==> src/rtl/traffic_lanes_pkg.sv <==
// rtl/traffic_lanes_pkg.sv - shared Frog screen constants, traffic FSM encoding and wrap helper
//
// Holds the display/box geometry that the traffic parameters default to,
// the RESET/RUN/FROZEN state encoding, and the modular distance helper used
// by the per-lane hit test.

package traffic_lanes_pkg;

    localparam int H_DISPLAY_DEF     = 640;
    localparam int V_DISPLAY_DEF     = 480;
    localparam int LANE_TOP_DEF      = 320;
    localparam int LANE_PITCH_DEF    = 32;
    localparam int CAR_WIDTH_DEF     = 32;
    localparam int CAR_HEIGHT_DEF    = 32;
    localparam int PLAYER_WIDTH_DEF  = 32;
    localparam int PLAYER_HEIGHT_DEF = 32;

    typedef enum logic [1:0] {
        ST_RESET  = 2'd0,
        ST_RUN    = 2'd1,
        ST_FROZEN = 2'd2
    } state_t;

    // (a - b) mod m, for a and b both already in 0..m-1.
    function automatic logic [10:0] wrap_dist(input logic [10:0] a,
                                              input logic [10:0] b,
                                              input logic [10:0] m);
        return (a >= b) ? (a - b) : (a + m - b);
    endfunction

endpackage

==> src/rtl/traffic_lane.sv <==
// rtl/traffic_lane.sv - one traffic lane: frame counter, wrapping car x register and hit test
//
// Optional feature macro: TRAFFIC_LEVEL_EN (step scaled by level when defined).
// Ports:
//   clk, rst_n       clock, synchronous active-low reset
//   advance          qualified frame tick (RUN state, no collision this cycle)
//   level[1:0]       speed level, step << level when TRAFFIC_LEVEL_EN is defined
//   h_count, v_count beam position
//   hit              combinational: beam is on this lane's car (visible area only)

module traffic_lane
    import traffic_lanes_pkg::*;
#(
    parameter int         H_DISPLAY  = H_DISPLAY_DEF,
    parameter int         V_DISPLAY  = V_DISPLAY_DEF,
    parameter int         CAR_WIDTH  = CAR_WIDTH_DEF,
    parameter int         CAR_HEIGHT = CAR_HEIGHT_DEF,
    parameter int         Y_TOP      = LANE_TOP_DEF,
    parameter logic [9:0] X0         = 10'd0,
    parameter logic [5:0] STEP       = 6'd1,
    parameter logic       DIR        = 1'b1,
    parameter logic [3:0] PERIOD     = 4'd1
) (
    input  logic       clk,
    input  logic       rst_n,
    input  logic       advance,
    input  logic [1:0] level,
    input  logic [9:0] h_count,
    input  logic [9:0] v_count,
    output logic       hit
);

    localparam logic [10:0] H11      = 11'(H_DISPLAY);
    localparam logic [10:0] V11      = 11'(V_DISPLAY);
    localparam logic [10:0] CW11     = 11'(CAR_WIDTH);
    localparam logic [10:0] Y_LO     = 11'(Y_TOP);
    localparam logic [10:0] Y_HI     = 11'(Y_TOP + CAR_HEIGHT);
    // A period of 0 behaves as 1: move on every qualified tick.
    localparam logic [3:0]  PER_LAST = (PERIOD == 4'd0) ? 4'd0 : PERIOD - 4'd1;

    logic [9:0]  x;
    logic [3:0]  frame_cnt;
    logic [7:0]  step_eff;
    logic [10:0] x11;
    logic [10:0] s11;
    logic [10:0] sum;
    logic [10:0] nx;
    logic [10:0] h11;
    logic [10:0] v11;
    logic [10:0] dx;

`ifdef TRAFFIC_LEVEL_EN
    assign step_eff = {2'b00, STEP} << level;
`else
    logic level_unused;
    assign level_unused = ^level;
    assign step_eff     = {2'b00, STEP};
`endif

    assign x11 = {1'b0, x};
    assign s11 = {3'b000, step_eff};
    assign sum = x11 + s11;

    always_comb begin
        nx = x11;
        if (DIR) begin
            nx = (sum >= H11) ? (sum - H11) : sum;
        end else begin
            nx = (x11 < s11) ? (x11 + H11 - s11) : (x11 - s11);
        end
    end

    always_ff @(posedge clk) begin
        if (!rst_n) begin
            x         <= X0;
            frame_cnt <= 4'd0;
        end else if (advance) begin
            if (frame_cnt >= PER_LAST) begin
                frame_cnt <= 4'd0;
                x         <= nx[9:0];
            end else begin
                frame_cnt <= frame_cnt + 4'd1;
            end
        end
    end

    // Modular distance lets a car straddling the right edge also draw from column 0.
    assign h11 = {1'b0, h_count};
    assign v11 = {1'b0, v_count};
    assign dx  = wrap_dist(h11, x11, H11);
    assign hit = (h11 < H11) && (v11 < V11) &&
                 (dx < CW11) && (v11 >= Y_LO) && (v11 < Y_HI);

endmodule

==> src/rtl/traffic_lanes.sv <==
// rtl/traffic_lanes.sv - Frog traffic engine: lanes, car mask, lane index and sticky collision FSM
//
// Optional feature macro: TRAFFIC_LEVEL_EN (speed level scaling of lane steps).
// Ports:
//   CLK, RST_N          pixel clock, synchronous active-low reset
//   i_frame_tick        one pulse per frame, in vertical blank
//   h_count, v_count    beam position
//   player_x, player_y  player box top-left corner
//   i_clear             clears collision flag, resumes motion from FROZEN
//   i_level[1:0]        speed level
//   o_car_pixel         registered: beam on any car
//   o_lane_idx[2:0]     registered: lowest lane index under beam (0 if none)
//   o_collision         sticky player/car overlap
//   o_hit_lane[2:0]     lane of first overlap since last clear
//   o_running           state is RUN

module traffic_lanes
    import traffic_lanes_pkg::*;
#(
    parameter int                       NUM_LANES     = 4,
    parameter int                       H_DISPLAY     = H_DISPLAY_DEF,
    parameter int                       V_DISPLAY     = V_DISPLAY_DEF,
    parameter int                       LANE_TOP      = LANE_TOP_DEF,
    parameter int                       LANE_PITCH    = LANE_PITCH_DEF,
    parameter int                       CAR_WIDTH     = CAR_WIDTH_DEF,
    parameter int                       CAR_HEIGHT    = CAR_HEIGHT_DEF,
    parameter int                       PLAYER_WIDTH  = PLAYER_WIDTH_DEF,
    parameter int                       PLAYER_HEIGHT = PLAYER_HEIGHT_DEF,
    parameter logic [NUM_LANES*10-1:0]  LANE_X0       = '0,
    parameter logic [NUM_LANES*6-1:0]   LANE_STEP     = {NUM_LANES{6'd4}},
    parameter logic [NUM_LANES-1:0]     LANE_DIR      = '1,
    parameter logic [NUM_LANES*4-1:0]   LANE_PERIOD   = {NUM_LANES{4'd1}}
) (
    input  logic       CLK,
    input  logic       RST_N,
    input  logic       i_frame_tick,
    input  logic [9:0] h_count,
    input  logic [9:0] v_count,
    input  logic [9:0] player_x,
    input  logic [9:0] player_y,
    input  logic       i_clear,
    input  logic [1:0] i_level,
    output logic       o_car_pixel,
    output logic [2:0] o_lane_idx,
    output logic       o_collision,
    output logic [2:0] o_hit_lane,
    output logic       o_running
);

    localparam logic [10:0] H11  = 11'(H_DISPLAY);
    localparam logic [10:0] V11  = 11'(V_DISPLAY);
    localparam logic [10:0] PW11 = 11'(PLAYER_WIDTH);
    localparam logic [10:0] PH11 = 11'(PLAYER_HEIGHT);

    state_t                 state;
    state_t                 state_next;
    logic [NUM_LANES-1:0]   hits;
    logic                   car_any;
    logic [2:0]             lane_enc;
    logic                   visible;
    logic                   player_hit;
    logic                   coll_set;
    logic                   advance;
    logic [10:0]            h11;
    logic [10:0]            v11;
    logic [10:0]            px11;
    logic [10:0]            py11;

    // A tick that lands on the collision edge must not move the cars.
    assign advance = i_frame_tick && (state == ST_RUN) && !coll_set;

    for (genvar k = 0; k < NUM_LANES; k++) begin : g_lane
        traffic_lane #(
            .H_DISPLAY  (H_DISPLAY),
            .V_DISPLAY  (V_DISPLAY),
            .CAR_WIDTH  (CAR_WIDTH),
            .CAR_HEIGHT (CAR_HEIGHT),
            .Y_TOP      (LANE_TOP + k * LANE_PITCH),
            .X0         (LANE_X0[k*10 +: 10]),
            .STEP       (LANE_STEP[k*6 +: 6]),
            .DIR        (LANE_DIR[k]),
            .PERIOD     (LANE_PERIOD[k*4 +: 4])
        ) u_lane (
            .clk     (CLK),
            .rst_n   (RST_N),
            .advance (advance),
            .level   (i_level),
            .h_count (h_count),
            .v_count (v_count),
            .hit     (hits[k])
        );
    end

    assign car_any = |hits;

    // Lowest lane index wins where lanes overlap.
    always_comb begin
        lane_enc = 3'd0;
        for (int i = NUM_LANES - 1; i >= 0; i--) begin
            if (hits[i]) lane_enc = 3'(i);
        end
    end

    assign h11        = {1'b0, h_count};
    assign v11        = {1'b0, v_count};
    assign px11       = {1'b0, player_x};
    assign py11       = {1'b0, player_y};
    assign visible    = (h11 < H11) && (v11 < V11);
    assign player_hit = (h11 >= px11) && (h11 < px11 + PW11) &&
                        (v11 >= py11) && (v11 < py11 + PH11);

    // Clear has priority over a simultaneous overlap.
    assign coll_set = car_any && player_hit && visible &&
                      !o_collision && !i_clear && (state == ST_RUN);

    always_ff @(posedge CLK) begin
        if (!RST_N) begin
            state <= ST_RESET;
        end else begin
            state <= state_next;
        end
    end

    always_comb begin
        state_next = state;
        case (state)
            ST_RESET:  state_next = ST_RUN;
            ST_RUN:    if (coll_set) state_next = ST_FROZEN;
            ST_FROZEN: if (i_clear)  state_next = ST_RUN;
            default:   state_next = ST_RESET;
        endcase
    end

    always_ff @(posedge CLK) begin
        if (!RST_N) begin
            o_car_pixel <= 1'b0;
            o_lane_idx  <= 3'd0;
            o_collision <= 1'b0;
            o_hit_lane  <= 3'd0;
        end else begin
            o_car_pixel <= car_any;
            o_lane_idx  <= car_any ? lane_enc : 3'd0;
            if (i_clear) begin
                o_collision <= 1'b0;
            end else if (coll_set) begin
                o_collision <= 1'b1;
                o_hit_lane  <= lane_enc;
            end
        end
    end

    assign o_running = (state == ST_RUN);

endmodule

==> config.mk <==
export PLATFORM = sky130hd
export DESIGN_NAME = traffic_lanes
export DESIGN_NICKNAME = d
export VERILOG_FILES = /design/src/rtl/traffic_lanes_pkg.sv /design/src/rtl/traffic_lane.sv /design/src/rtl/traffic_lanes.sv
export SDC_FILE = /design/constraint.sdc
export NUM_CORES = 1
export LEC_CHECK = 0
export ABC_AREA = 1
export CAP_MARGIN = 25
export CORE_MARGIN = 1.5
export CORE_UTILIZATION = 51
export CTS_BUF_LIST = sky130_fd_sc_hd__clkbuf_16
export CTS_CLUSTER_DIAMETER = 120
export DETAILED_ROUTE_END_ITERATION = 8
export PLACE_DENSITY = 0.71
export SLEW_MARGIN = 30
export SYNTH_ARGS = -nofsm -noshare
export SYNTH_HDL_FRONTEND = slang
export SYNTH_HIERARCHICAL = 1
export SYNTH_SLANG_ARGS = --single-unit
==> constraint.sdc <==
create_clock -name CLK -period 9.7 [get_ports CLK]
set_input_delay 2.91 -clock CLK [delete_from_list [all_inputs] [get_ports CLK]]
set_output_delay 2.91 -clock CLK [all_outputs]
set_load 0.05 [all_outputs]
==> results of run 1 <==
synthesized netlist by cell type (2+ instances only):
master / n / share of area
sky130_fd_sc_hd__a21oi_1: 72 / 0.046
sky130_fd_sc_hd__xnor2_1: 8 / 0.0089
sky130_fd_sc_hd__nand3b_1: 5 / 0.0048
sky130_fd_sc_hd__inv_2: 5 / 0.0024
sky130_fd_sc_hd__clkbuf_1: 2 / 0.00096
sky130_fd_sc_hd__nand3_2: 4 / 0.0051
sky130_fd_sc_hd__o21ai_0: 46 / 0.029
sky130_fd_sc_hd__inv_1: 293 / 0.14
sky130_fd_sc_hd__nand2_1: 355 / 0.17
sky130_fd_sc_hd__nor3b_1: 2 / 0.0019
sky130_fd_sc_hd__o21ai_1: 6 / 0.0038
sky130_fd_sc_hd__a21o_1: 6 / 0.0057
sky130_fd_sc_hd__buf_4: 3 / 0.0029
sky130_fd_sc_hd__nand3_1: 112 / 0.071
sky130_fd_sc_hd__nor2_1: 129 / 0.062
sky130_fd_sc_hd__nand4_1: 27 / 0.022
sky130_fd_sc_hd__a31oi_1: 2 / 0.0016
sky130_fd_sc_hd__nor2_2: 10 / 0.0080
sky130_fd_sc_hd__nor2_4: 3 / 0.0043
sky130_fd_sc_hd__clkinv_1: 2 / 0.00096
sky130_fd_sc_hd__dfxtp_1: 40 / 0.10
sky130_fd_sc_hd__ha_1: 120 / 0.19
sky130_fd_sc_hd__nand2_2: 17 / 0.014
sky130_fd_sc_hd__o211ai_1: 11 / 0.011
sky130_fd_sc_hd__fa_1: 20 / 0.051
sky130_fd_sc_hd__nor3_1: 8 / 0.0051
sky130_fd_sc_hd__xor2_1: 11 / 0.012
sky130_fd_sc_hd__nand4_2: 2 / 0.0032
sky130_fd_sc_hd__o21bai_1: 6 / 0.0057
sky130_fd_sc_hd__nor4_1: 2 / 0.0016
stage by stage:
step           setup WS, ns  power, mW
3_3_place_gp          1.968     0.6202
2_1_floorplan         3.348     0.5176
3_5_place_dp          1.975     0.6279
4_1_cts               2.262     0.8303
6_report              2.215     0.8261
5_1_grt               1.721     0.9128
layout make-up:
type	count	area share
sequential	40	0.09145
tap	188	0.02686
inverter	300	0.1286
clock inverter	3	0.004859
multi-input combinational	996	0.6733
clock buffer	5	0.01429
timing repair buffer	54	0.06059
power groups by stage:
stage | combinational (mW) | sequential, mW | clock [mW]
6_report | 0.443 | 0.185 | 0.197
3_3_place_gp | 0.432 | 0.189 | 0
2_1_floorplan | 0.332 | 0.185 | 0
4_1_cts | 0.441 | 0.185 | 0.204
3_5_place_dp | 0.439 | 0.189 | 0
5_1_grt | 0.516 | 0.187 | 0.210
cell families after synthesis:
| family | count (synthesis) | share of synthesized area |
|---|---|---|
| AO/OA/AOI/OAI | 155 | 0.1102 |
| XOR/XNOR | 19 | 0.02119 |
| adder cells (fa/ha/maj) | 140 | 0.2422 |
| buffers and inverters | 306 | 0.1482 |
| flip-flops | 40 | 0.1020 |
| other | 1 | 0.0004775 |
| AND/OR/NAND/NOR | 680 | 0.3758 |
state kept, by name, summed over array words and instances (netlist names):
signal / flops
o_car_pixel: 1
o_hit_lane: 2
o_lane_idx: 2
state: 2
o_collision: 1
g_lane.u_lane/x: 32
metal layers:
layer	global-route usage	up-vias
met2	0.4527	139
li1	-	4306
met1	0.3233	3480
met4	0.06016	0
met3	0.03434	24
met5	0	-
worst register-to-register path: stages (launching register included):
cell                      delay (ns)
sky130_fd_sc_hd__dfxtp_1        0.50
sky130_fd_sc_hd__inv_1          0.14
sky130_fd_sc_hd__ha_1           0.24
sky130_fd_sc_hd__fa_1           0.58
sky130_fd_sc_hd__inv_1          0.07
sky130_fd_sc_hd__o21ai_0        0.24
sky130_fd_sc_hd__a21oi_1        0.13
sky130_fd_sc_hd__nand2_1        0.09
sky130_fd_sc_hd__nand2_1        0.06
sky130_fd_sc_hd__nand3_1        0.07
sky130_fd_sc_hd__nor2_1         0.05
sky130_fd_sc_hd__nor2_1         0.17
sky130_fd_sc_hd__nor2_1         0.10
sky130_fd_sc_hd__nor2_1         0.09
sky130_fd_sc_hd__nand2_1        0.07
sky130_fd_sc_hd__nand2_1        0.07
sky130_fd_sc_hd__nor2_1         0.04
sky130_fd_sc_hd__nand2_1        0.05
sky130_fd_sc_hd__nor2_1         0.03
sky130_fd_sc_hd__nand2_1        0.04
sky130_fd_sc_hd__nor2_1         0.06
sky130_fd_sc_hd__nand2_1        0.07
sky130_fd_sc_hd__nand2_1        0.07
sky130_fd_sc_hd__nor2_2         0.45
sky130_fd_sc_hd__buf_4          0.29
sky130_fd_sc_hd__inv_1          0.20
sky130_fd_sc_hd__o21ai_0        0.22
sky130_fd_sc_hd__a21oi_1        0.06
final timing paths:
| path | startpoint | end | cells past startpoint |
|---|---|---|---|
| setup / recovery | h_count[9] | g_lane[3].u_lane/x[3] | 27 |
| hold / removal | o_collision | o_collision | 2 |
| setup reg to reg | g_lane[3].u_lane/x[5] | g_lane[3].u_lane/x[3] | 27 |
| hold reg to reg | o_collision | o_collision | 2 |
==> summary.md, run 1 <==
The run finished with clean final reports. The cell seen most often among critical-path stages is sky130_fd_sc_hd__nor2_1. The path class of the tightest hold or removal check is register to register. The wire length on met2 was 9.194 mm. Initial antenna violation count: 0. The relative slew slack was 0.4273. The cell area after placement was 0.008588 sq mm. The standby leakage power came out at 4.831 nW. The top cell types in the final layout, fill and taps aside, are sky130_fd_sc_hd__nand2_1, sky130_fd_sc_hd__inv_1, sky130_fd_sc_hd__nor2_1. Maximum net fanout on the critical path: 14. The sequential group share of total power was 0.224; the area used by sequential logic in the layout was 800.8 sq um. Once the clock tree was built, the resizer swapped 0 gates to a different size.

At the end of routability-driven placement, the weighted congestion stood at 0.9414. The setup TNS after final layout was 0 ns. The uppermost layer routed was met4.

The floorplan has 45 rows. Post-CTS timing repair inserted 0 buffers for setup. The number of hold-repair buffers added at the cts stage is 0. The die boundary height is 127.1 microns. For the number of buffers created by CTS, the log shows 5. The number of top-level pins came out at 55. For the final database, setup skew stands at 0.009604 ns.

The required time of the critical path was 9.87 ns. The first-pass GRT wire length was 33.51 mm. Among all flip-flop cells after synthesis, the most frequent one is sky130_fd_sc_hd__dfxtp_1. After global routing the overflow that remains totals 0. The setup violation total in the final timing report came out at 0. In the final design database the tool counted 1,583 nets. At the pin with the least slew margin, the transition time is 0.8564 ns.

The overall fraction of global-route tracks in use is 0.2533. The kind of cell with the highest combined delay along the critical path is buffers and inverters. The run gives 0.008756 sq mm as the cell area after layout. The tools report the worst-case hold slack as 0.5077 ns. The routed wire length was 19.68 mm; the overall die area was 0.01615 sq mm.

The standard cell with the maximum stage delay on the critical path is sky130_fd_sc_hd__clkdlybuf4s50_1. Net switching share of the total power: 0.4401. In this run the power spent charging and discharging nets is 0.3636 mW. For the max-slew violation count, the log shows 0.

The final standard cell utilization of the core is 0.5781. The proportion of synthesized flip-flops having asynchronous set or reset is 0. The most common library cell in the layout ignoring fill and taps is sky130_fd_sc_hd__nand2_1. Counting along the longest clock path gives a buffer depth of 2. The multi-input combinational cell area is 0.005896 sq mm, and the yosys synthesis warning count is 6. Entering global routing, the biggest net connects 27 pins.

The portion of the clock cycle consumed by the worst path in the final layout works out to 0.7716. The first detailed-routing pass ran for 5 iterations. For the worst-skew pair, the clock arrives at the later sink with an insertion delay of 0.30 ns. The detailed router placed 7,949 vias in this run.

The run gives 0 as the final number of hold-violating endpoints. The number of storage elements in the synthesis netlist is 40, and the antenna cell count is 0. The tools report the category of the worst setup path launch point as a primary input. The worst-case IR drop observed on VDD is 0.06061 mV. The combinational group share of total power was 0.537. In this run the power density over the cells is 94.35 mW/mm^2. Counting the fill cells in the layout gives 1,592.

The mapped netlist covers 0.007854 sq mm. For this block, wires on met1 add up to 9.433 mm. Library cell used as clock root buffer: sky130_fd_sc_hd__clkbuf_16. The setup slack of the worst register-to-register path was 5.32 ns; the layout-stage area growth over the synthesis result was 11.49%.

The tool flagged a number of max-cap violations equal to 0. After the first detailed-routing iteration, the DRC count stood at 481. Counting every instance in the synthesized netlist gives 1,341. For the share of power burned in the clock network, the log shows 0.239. For the total DRC errors in the routed layout, the log shows 0.

The run gives 0.01515 sq mm as the core box area. TritonCTS built the clock tree. The number of buffer and inverter stages on the critical path is 5. The maximum clock frequency was 133.6 MHz; the synthesized area per cell was 5.857 sq um. The logs give 42 for the number of different library cells in the post-synthesis netlist and 1,578 for the cell count after placement. Setup repair after global routing left no endpoint under its margin. The count of flip-flops with a built-in enable after synthesis came out at 0. Leaving out filler cells and counting taps, the final layout contains 1,586.

The via count of the first global-routing pass came out at 7,483. In this design, the stage delay of the slowest critical-path cell is 1.03 ns. The logs give 0 for the number of nets with antenna violations after detailed routing and 16.28 mm for the half-perimeter wire length after placement.

For the worst setup path, the data arrival time is 7.66 ns. Input and output buffers added on the ports amount to 50. The run gives 0.1020 as the sequential share of the synthesized area. In the final routed layout, each cell accounts on average for 12.41 microns. Measured along the x axis, the die boundary spans 127.1 microns. The routed length on met3 was 729 microns; the time the final worst path needs with I/O delays and setup was 7.485 ns. Critical path capture point type: a register. The critical path is of the primary input to register type.

Internal power comes to 0.4625 mW. The share of post-route cells with drive strength above 1 is 0.04363, and the clock sink total is 40. Dividing the detail-routed via count by the number of cells gives 5.012. In this run the number of H-tree levels came out at 2.

The starting density of the core is 0.5185, and the register clock-pin slew on the reported worst setup and hold paths is 0.06 ns.
Note: power is estimated with default switching activity, not from simulation.
==> inputs of run 2 (changes only) <==
PLACE_DENSITY = 0.73   (was 0.71)
clock period = 6.41 ns   (was 9.7 ns; I/O delays follow)
==> summary.md, run 2 (same netlist as run 1, synthesis figures left out) <==
After detailed routing, the total wire length is 19.35 mm. At the end of routability-driven placement, the weighted congestion stood at 0.9230. Buffers added to address setup during post-CTS repair amount to 0. Dividing total power by cell area gives a power density of 141.3 mW/mm^2. Summed over all nets, the switching power comes to 0.5531 mW. The port buffer count came out at 50. The count of nets left with antenna violations once routing finished came out at 0. Entering global routing, the biggest net connects 27 pins. Sequential group share of total power: 0.221. The register with the highest flop count is g_lane.u_lane/x. The post-layout worst setup margin is 0.6190 ns.

CTS built an H-tree with a depth of 2. The tools report the final standard cell utilization of the core as 0.5932. The number of cells on the critical path works out to 29. The number of buffer and inverter stages on the critical path was 5; the time the final worst path needs with I/O delays and setup was 5.791 ns. At the pin with the least slew margin, the transition time is 0.5106 ns. Standard cell with the maximum stage delay on the critical path: sky130_fd_sc_hd__clkdlybuf4s50_1.

After clock tree synthesis, the flow added hold-fix buffers numbering 0. The net switching share of the total power works out to 0.4358. On the worst path, the slowest cell contributes a delay of 0.59 ns. The clock skew after layout was 0.006491 ns; the reported max-cap violation count was 0. The clock drives 40 sinks.

Kind of critical path: primary input to register. In the final routed layout, each cell accounts on average for 12.05 microns. The iteration-0 DRC count of the detailed router came out at 487. The worst setup path is captured at a register. The portion of the clock cycle consumed by the worst path in the final layout is 0.9034. The antenna cell count is 0. The half-perimeter wire length after placement is 16.05 mm, and the first-pass GRT wire length is 33.03 mm. The path class of the tightest hold or removal check is register to register. The floorplan has 45 rows. The combinational group share of total power came out at 0.541.

The root buffer cell chosen for the clock tree is sky130_fd_sc_hd__clkbuf_16. TritonCTS built the clock tree. The overall fraction of global-route tracks in use is 0.2490, and the vias per cell is 5.046.

The die covers 0.01615 sq mm. The register with the most flip-flops in the layout has 32 of them. In this run the count of I/O pins placed on the die edge is 55. Adding up every negative setup slack in the final design gives 0 ns.

For the worst setup path, the data arrival time is 5.98 ns. The cell seen most often among critical-path stages is sky130_fd_sc_hd__nand2_1. The maximum vdd drop was 0.1252 mV. Post-CTS repair changed the size of 0 cells. For this run the aggregate overflow at the end of global routing stands at 0.

The dominant delay contributor by cell family on the critical path was simple AND/OR/NAND/NOR gates. Derived from the worst setup path, the maximum achievable clock frequency is 172.7 MHz. The logs give 0 for the total DRC errors in the routed layout and 0.5185 for the starting density of the core.

Data on the critical path is required at its endpoint by 6.60 ns. The logs give 1,603 for the number of nets in the layout and 0.008985 sq mm for the cell area after layout. The initial antenna violation count is 0, and the setup violation total in the final timing report is 0. Path depth of the worst reg2reg path: 30. The max-slew violation count was 0. The most common library cell in the layout ignoring fill and taps is sky130_fd_sc_hd__nand2_1. The maximum net fanout on the critical path was 9. The via count of the first global-routing pass was 7,464. The number of buffers created by CTS is 5.

The worst setup path is launched from a primary input. The flow ran to the end, and the final reports show no timing, DRC or antenna violations. The layout-stage area growth over the synthesis result was 14.40%. Setup repair after global routing left no endpoint under its margin. The final route contains 8,104 vias. The relative slew slack is 0.6585. The number of iterations in the first detailed-routing pass is 5, and the share of post-route cells with drive strength above 1 is 0.05712.

The top cell types in the final layout, fill and taps aside, are sky130_fd_sc_hd__nand2_1, sky130_fd_sc_hd__inv_1, sky130_fd_sc_hd__nor2_1. The standby leakage power was 4.953 nW; the register clock-pin slew on the reported worst setup and hold paths was 0.06 ns. At the later pin of the worst-skew pair, clock insertion delay measures 0.30 ns. The internal power summed over all cells is 0.7161 mW. The worst hold path stage count works out to 2. From bottom edge to top edge, the die measures 127.1 microns.

Before CTS, the worst setup slack after placement is 0.3714 ns. Summing all placed instances gives a cell area of 0.008813 sq mm. The share of power burned in the clock network is 0.238, and the x dimension of the die is 127.1 microns. The run gives 2 as the number of buffers on the longest clock path. The core region is 0.01515 sq mm. The run gives 0 as the final number of hold-violating endpoints.
==> run 2: final timing paths <==
check                             start               endpoint  slack (ns)
setup / recovery             h_count[3]  g_lane[3].u_lane/x[6]        0.62
hold / removal              o_collision            o_collision        0.50
setup reg to reg  g_lane[3].u_lane/x[5]  g_lane[3].u_lane/x[6]        2.37
hold reg to reg             o_collision            o_collision        0.50
==> run 2: final cells by class <==
cell class	count	area (sq um)
Fill cell	1528	6161
Clock buffer	5	125.1
Tap cell	188	235.2
Inverter	300	1126
Multi-Input combinational cell	996	5896
Timing Repair Buffer	74	755.7
Sequential cell	40	800.8
Clock inverter	3	46.29
==> run 2: power by group through the flow <==
stage	clock, mW	sequential, mW	combinational (mW)
after CTS	0.311	0.280	0.684
after global placement	0	0.286	0.670
after global routing	0.317	0.283	0.793
final	0.302	0.280	0.687
after detailed placement	0	0.286	0.680
after floorplan	0	0.281	0.503
==> run 2: routing by layer <==
layer | routed length (microns) | global-route usage
met4 | 312 | 0.06016
met3 | 531 | 0.02513
met5 | 0 | 0
met1 | 9421 | 0.3250
met2 | 9084 | 0.4418
==> run 2: stage by stage <==
step | hold WS [ns] | cells | total power [mW]
2_1_floorplan | 0.4745 | 1342 | 0.7832
3_3_place_gp | 0.4830 | 1598 | 0.9553
3_5_place_dp | 0.4846 | 1598 | 0.9658
4_1_cts | 0.4942 | 1606 | 1.275
5_1_grt | 0.5134 | 1606 | 1.392
6_report | 0.4976 | 1606 | 1.269
==> run 2: tightest hold or removal path, delay by kind of cell (launching register included) <==
kind | cells | cell delay [ns]
compound gates | 1 | 0.07
buf+inv | 1 | 0.08
flops | 1 | 0.31
